### config.mk
export PLATFORM = sky130hd
export DESIGN_NAME = scene_fader
export DESIGN_NICKNAME = d
export VERILOG_FILES = /design/src/rtl/scene_fader.sv
export SDC_FILE = /design/constraint.sdc
export NUM_CORES = 1
export LEC_CHECK = 0
export BUFFER_PORTS_ARGS = -buffer_cell sky130_fd_sc_hd__buf_4
export CAP_MARGIN = 20
export CORE_ASPECT_RATIO = 1.75
export CORE_MARGIN = 3
export CORE_UTILIZATION = 45
export DETAILED_ROUTE_END_ITERATION = 8
export PLACE_DENSITY = 0.68
export SLEW_MARGIN = 5
export SYNTH_ARGS = -nofsm -noshare
export SYNTH_HDL_FRONTEND = slang
export SYNTH_SLANG_ARGS = --single-unit
### constraint.sdc
create_clock -name i_clk_pix -period 10.1 [get_ports i_clk_pix]
set_input_delay 1.01 -clock i_clk_pix [delete_from_list [all_inputs] [get_ports i_clk_pix]]
set_output_delay 1.01 -clock i_clk_pix [all_outputs]
set_load 0.02 [all_outputs]
### src/rtl/scene_fader.sv
// Scene source select plus menu->game handover (fade-out, black hold, fade-in).
// Optional skip-to-game feature is enabled by defining SCENE_FADE_SKIP_EN.
module scene_fader #(
  parameter int COLR_BITS    = 8,
  parameter int FADE_STEP    = 8,
  parameter int BLACK_FRAMES = 30
) (
  input  logic                 i_clk_pix,
  input  logic                 i_rst_n,
  input  logic                 i_frame,
  input  logic                 i_main_start,
  input  logic                 i_game_ready,
  input  logic                 i_skip,
  input  logic [COLR_BITS-1:0] i_menu_r,
  input  logic [COLR_BITS-1:0] i_menu_g,
  input  logic [COLR_BITS-1:0] i_menu_b,
  input  logic [COLR_BITS-1:0] i_game_r,
  input  logic [COLR_BITS-1:0] i_game_g,
  input  logic [COLR_BITS-1:0] i_game_b,
  output logic                 o_game_en,
  output logic                 o_busy,
  output logic [COLR_BITS-1:0] o_red,
  output logic [COLR_BITS-1:0] o_green,
  output logic [COLR_BITS-1:0] o_blue
);

  typedef enum logic [2:0] {
    ST_MENU     = 3'd0,
    ST_FADE_OUT = 3'd1,
    ST_BLACK    = 3'd2,
    ST_FADE_IN  = 3'd3,
    ST_GAME     = 3'd4
  } state_e;

  localparam int          PROD_W  = COLR_BITS + 9;
  localparam logic [7:0]  STEP    = 8'(FADE_STEP);
  localparam logic [7:0]  FULL    = 8'd255;
  localparam logic [15:0] HOLD    = 16'(BLACK_FRAMES);
  localparam logic [15:0] CNT_MAX = 16'hFFFF;

  state_e               state_q, state_d;
  logic [7:0]           level_q, level_d;
  logic [15:0]          frame_cnt_q, frame_cnt_d;
  logic                 start_q;
  logic                 start_rise_s;
  logic                 skip_take_s;
  logic [7:0]           level_dn_s, level_up_s;
  logic [15:0]          frame_cnt_inc_s;
  logic [COLR_BITS-1:0] src_r_s, src_g_s, src_b_s;
  logic [COLR_BITS-1:0] pix_r_s, pix_g_s, pix_b_s;
  logic                 game_en_q, busy_q;
  logic [COLR_BITS-1:0] red_q, green_q, blue_q;

  // (level+1) makes level 255 an exact pass-through of the colour
  function automatic logic [COLR_BITS-1:0] fade_scale(input logic [COLR_BITS-1:0] c,
                                                      input logic [7:0]           lvl);
    logic [PROD_W-1:0] prod;
    prod = PROD_W'(c) * PROD_W'({1'b0, lvl} + 9'd1);
    return COLR_BITS'(prod >> 4'd8);
  endfunction

  assign start_rise_s    = i_main_start & ~start_q;
  assign level_dn_s      = (level_q > STEP) ? (level_q - STEP) : 8'd0;
  assign level_up_s      = (level_q < (FULL - STEP)) ? (level_q + STEP) : FULL;
  assign frame_cnt_inc_s = (frame_cnt_q == CNT_MAX) ? CNT_MAX : (frame_cnt_q + 16'd1);

`ifdef SCENE_FADE_SKIP_EN
  logic skip_q;

  // Skip edge detector
  always_ff @(posedge i_clk_pix or negedge i_rst_n) begin
    if (!i_rst_n) begin
      skip_q <= 1'b0;
    end else begin
      skip_q <= i_skip;
    end
  end

  assign skip_take_s = i_skip & ~skip_q &
                       ((state_q == ST_FADE_OUT) | (state_q == ST_BLACK) | (state_q == ST_FADE_IN));
`else
  logic skip_unused_s;
  assign skip_unused_s = i_skip;
  assign skip_take_s   = 1'b0;
`endif

  // State, brightness and black-hold counter registers
  always_ff @(posedge i_clk_pix or negedge i_rst_n) begin
    if (!i_rst_n) begin
      state_q     <= ST_MENU;
      level_q     <= FULL;
      frame_cnt_q <= 16'd0;
      start_q     <= 1'b0;
    end else begin
      state_q     <= state_d;
      level_q     <= level_d;
      frame_cnt_q <= frame_cnt_d;
      start_q     <= i_main_start;
    end
  end

  // Next-state: only MENU exit and skip ignore the frame strobe
  always_comb begin
    state_d     = state_q;
    level_d     = level_q;
    frame_cnt_d = frame_cnt_q;
    if (skip_take_s) begin
      if (i_game_ready) begin
        state_d = ST_GAME;
        level_d = FULL;
      end else begin
        state_d     = ST_BLACK;
        level_d     = 8'd0;
        frame_cnt_d = HOLD;
      end
    end else begin
      case (state_q)
        ST_MENU: begin
          level_d = FULL;
          if (start_rise_s) begin
            state_d = ST_FADE_OUT;
          end else begin
            state_d = ST_MENU;
          end
        end
        ST_FADE_OUT: begin
          if (i_frame) begin
            level_d = level_dn_s;
            if (level_dn_s == 8'd0) begin
              state_d     = ST_BLACK;
              frame_cnt_d = 16'd0;
            end else begin
              state_d = ST_FADE_OUT;
            end
          end else begin
            level_d = level_q;
          end
        end
        ST_BLACK: begin
          level_d = 8'd0;
          if (i_frame) begin
            frame_cnt_d = frame_cnt_inc_s;
            if ((frame_cnt_q >= HOLD) && i_game_ready) begin
              state_d = ST_FADE_IN;
            end else begin
              state_d = ST_BLACK;
            end
          end else begin
            frame_cnt_d = frame_cnt_q;
          end
        end
        ST_FADE_IN: begin
          if (i_frame) begin
            level_d = level_up_s;
            if (level_up_s == FULL) begin
              state_d = ST_GAME;
            end else begin
              state_d = ST_FADE_IN;
            end
          end else begin
            level_d = level_q;
          end
        end
        ST_GAME: begin
          state_d = ST_GAME;
          level_d = FULL;
        end
        default: begin
          state_d     = ST_MENU;
          level_d     = FULL;
          frame_cnt_d = 16'd0;
        end
      endcase
    end
  end

  // Source select and brightness scaling
  always_comb begin
    if ((state_q == ST_FADE_IN) || (state_q == ST_GAME)) begin
      src_r_s = i_game_r;
      src_g_s = i_game_g;
      src_b_s = i_game_b;
    end else begin
      src_r_s = i_menu_r;
      src_g_s = i_menu_g;
      src_b_s = i_menu_b;
    end
    if (state_q == ST_BLACK) begin
      pix_r_s = {COLR_BITS{1'b0}};
      pix_g_s = {COLR_BITS{1'b0}};
      pix_b_s = {COLR_BITS{1'b0}};
    end else begin
      pix_r_s = fade_scale(src_r_s, level_q);
      pix_g_s = fade_scale(src_g_s, level_q);
      pix_b_s = fade_scale(src_b_s, level_q);
    end
  end

  // Output registers; busy follows the state being entered
  always_ff @(posedge i_clk_pix or negedge i_rst_n) begin
    if (!i_rst_n) begin
      red_q     <= {COLR_BITS{1'b0}};
      green_q   <= {COLR_BITS{1'b0}};
      blue_q    <= {COLR_BITS{1'b0}};
      game_en_q <= 1'b0;
      busy_q    <= 1'b0;
    end else begin
      red_q     <= pix_r_s;
      green_q   <= pix_g_s;
      blue_q    <= pix_b_s;
      game_en_q <= (state_q == ST_BLACK) || (state_q == ST_FADE_IN) || (state_q == ST_GAME);
      busy_q    <= (state_d == ST_FADE_OUT) || (state_d == ST_BLACK) || (state_d == ST_FADE_IN);
    end
  end

  assign o_red     = red_q;
  assign o_green   = green_q;
  assign o_blue    = blue_q;
  assign o_game_en = game_en_q;
  assign o_busy    = busy_q;

endmodule

==> summary.md <==
| Metric | Value |
|---|---|
| Status | `finished, final reports clean` |
| Relative slew margins | `25.2%` |
| CP endpoint kind | `flip-flop` |
| Top cell type by total area after synthesis | `fa_1` |
| Wire length per cell | `17.1 um` |
| Net count after synthesis | `1423` |
| Primary FF master, synth | `dfrtp_1` |
| Final setup viols | `0` |
| Global-route usage over all layers | `22.1%` |
| CTS resizes | `0` |
| Root Driver | `clkbuf_16` |
| Leading post-synthesis cells by cell area | `fa_1 25%, ha_1 13%, dfrtp_1 12%` |
| Core Util, Final | `50.9%` |
| CTS tree | `built` |
| Starting Density | `46.1%` |
| Hold endpoint | `frame_cnt_q[4]` |
| Row cnt | `70` |
| Max Cap Viol | `0` |
| Final worst path period share | `68.3%` |
| Dpl hpwl | `19.1 mm` |
| Post-synthesis cell type count | `77` |
| Minimum clock period | `6.90 ns` |
| First-pass GRT wire length | `41.7 mm` |
| I/O Buffers | `78` |
| FMAX | `145 MHz` |
| Finished Layout Cells | `1447` |
| Commonest cells post-synth | `207 x nor2_1, 156 x inv_1, 120 x fa_1` |
| Postcts setup bufs | `0` |
| CP Max Fanout | `30` |
| Hold Crit Start | `frame_cnt_q[4]` |
| # nets final | `1470` |
| Syn-to-layout area delta | `10.2%` |
| Reg2Reg Launch Point | `state_q[2]` |
| Seq cells post-synth | `54` |
| Synth warnings | `0` |
| Share of layout cells above drive strength 1 | `13.8%` |
| Flop-to-flop setup slack | `3.20 ns` |
| Clk_lat worst skew | `0.32 ns` |
| Clock sinks | `54` |
| CTS Hold Buffers Added | `0` |
| Worst Max-Slew Pin Slew | `1.09 ns` |
| Largest net degree at the start of global routing | `55` |
| Via/cell ratio | `5.69` |
| Initial antenna violation count | `0` |
| Final ANT Viol Nets | `0` |
| CTS HTree Levels | `2` |
| Post-synth EDFFs | `0` |
| Core Region | `21000 um^2` |
| Sequential share of the synthesized area | `14.0%` |
| GP Congestion | `0.874` |
| Synth Cell Area | `9700 um^2` |
| Final hold viol count | `0` |
| Drt pass-1 iters | `5` |
| Hold slack | `0.535 ns` |
| WL final | `24.7 mm` |
| RSZ-0062 raised after global routing | `no` |
| Cell with the most instances after synthesis | `nor2_1` |
| Vias | `8235` |
| Critical Path RT | `10.31 ns` |
| Cell Count Post-Placement | `1438` |
| Die width | `117 um` |
| Die area | `23400 um^2` |
| Max-slew violations | `0` |
| Diodes inserted | `0` |
| Die height | `200 um` |
| CP startpoint kind | `flip-flop` |
| Worst r2r dst | `o_green[3]` |
| Hold path depth | `1` |
| Max Clock Skew | `0.0121 ns` |
| Hold crit path type | `reg -> reg` |
| 1st-iter DRT viols | `292` |
| Synth top area share | `24.8%` |
| Cells after Synth | `1147` |
| Setup TNS | `0 ns` |
| DRC violations left | `0` |
| Async SR Flop Fraction | `100%` |
| Mean area per synthesized cell | `8.46 um^2` |
| Worst Reg-to-Reg Cells | `17` |
| Critical Path AT | `7.11 ns` |
| Bufs on Longest Clock Path | `2` |
| Setup Crit Path Kind | `reg -> reg` |
| Congestion Overflow GR | `0` |
| Vias in the first global route | `8772` |
| I/O pin cnt | `80` |
| CTS buffer count | `5` |
| Reg clk slew, reported paths | `0.09 ns` |
cell type report:
type | count | area (um^2)
well taps | 252 | 315
fillers | 2031 | 10300
repair buffers | 91 | 683
flip-flops and latches | 54 | 1360
multi-input cells | 885 | 7570
clock inverters | 3 | 47.5
clock buffers | 5 | 125
inverters | 157 | 589
how the worst max path moves through the flow:
stage | startpoint | to | slack (ns)
after floorplan | level_q[0] | o_green[3] | 4.50
after global placement | state_q[2] | o_red[5] | 3.37
after detailed placement | state_q[2] | o_green[3] | 3.28
after CTS | state_q[2] | o_green[3] | 3.27
after global routing | state_q[2] | o_blue[5] | 2.79
final | state_q[2] | o_green[3] | 3.20
critical path: stages, from the launching register on:
cell and delay, ns:
dfrtp_1 0.88, and3b_1 0.45, nor2_8 0.44, mux2i_1 0.92, nor2_1 0.16, fa_1 0.59
fa_1 0.46, fa_1 0.57, inv_1 0.06, fa_1 0.53, inv_1 0.05, ha_1 0.34
a21oi_1 0.22, nor2_1 0.06, a31oi_1 0.24, o31ai_4 0.17, or4_1 0.43, and3_1 0.20
metal layers:
metal  vias to the layer above  part of all wire, %  GRT usage [%]
met1                      4135                   39           24.9
met2                       186                   55           41.0
li1                       3870                    -              -
met3                        44                  3.4           2.57
met4                         0                  2.9           8.45
met5                         -                    0              0
sequential cells by signal, summed over array words and instances (netlist names):
name and cells:
frame_cnt_q 16, o_blue 8, o_green 8, start_q 1, o_game_en 1, o_red 8
state_q 3, o_busy 1, level_q 8
stage by stage:
step                instance area, um^2  setup slack [ns]
floorplan                          9700              4.50
global placement                  10500              3.37
detailed placement                10500              3.28
CTS                               10700              3.27
global route                      10700              2.79
finish                            10700              3.20
cell usage in the layout (no fill, tap or decap), drive strengths merged, types with 5 or more instances in the layout:
cell type / netlist / layout
xnor2: 17 / 17
o31ai: 10 / 10
o211ai: 8 / 8
fa: 120 / 120
nand2b: 21 / 21
nor2b: 10 / 10
dfstp: 8 / 8
nand2: 49 / 49
buf: 17 / 91
nand4: 6 / 6
and2: 11 / 11
ha: 102 / 102
clkbuf: 34 / 5
a21oi: 36 / 36
dfrtp: 46 / 46
inv: 156 / 158
nor3: 18 / 18
nand3: 32 / 32
mux2i: 27 / 27
nor3b: 6 / 6
nor2: 208 / 208
a31oi: 9 / 9
and3: 13 / 13
a211oi: 5 / 5
a22o: 14 / 14
o21ai: 46 / 46
or3: 8 / 8
or2: 29 / 29
a21o: 20 / 20
kinds of logic (layout without fill, tap and decap cells):
| logic type | count (synthesis) | count (layout) | synth area share, % |
|---|---|---|---|
| AO/OA/AOI/OAI | 186 | 186 | 13.6 |
| multiplexers | 27 | 27 | 2.82 |
| adder cells (fa/ha/maj) | 222 | 222 | 37.9 |
| XOR/XNOR | 21 | 21 | 1.90 |
| AND/OR/NAND/NOR | 429 | 429 | 21.3 |
| buffers and inverters | 208 | 256 | 8.50 |
| flip-flops | 54 | 54 | 14.0 |
Power is not shown: default switching activity piles up to over one toggle a cycle in this logic, so the estimate is an artifact.
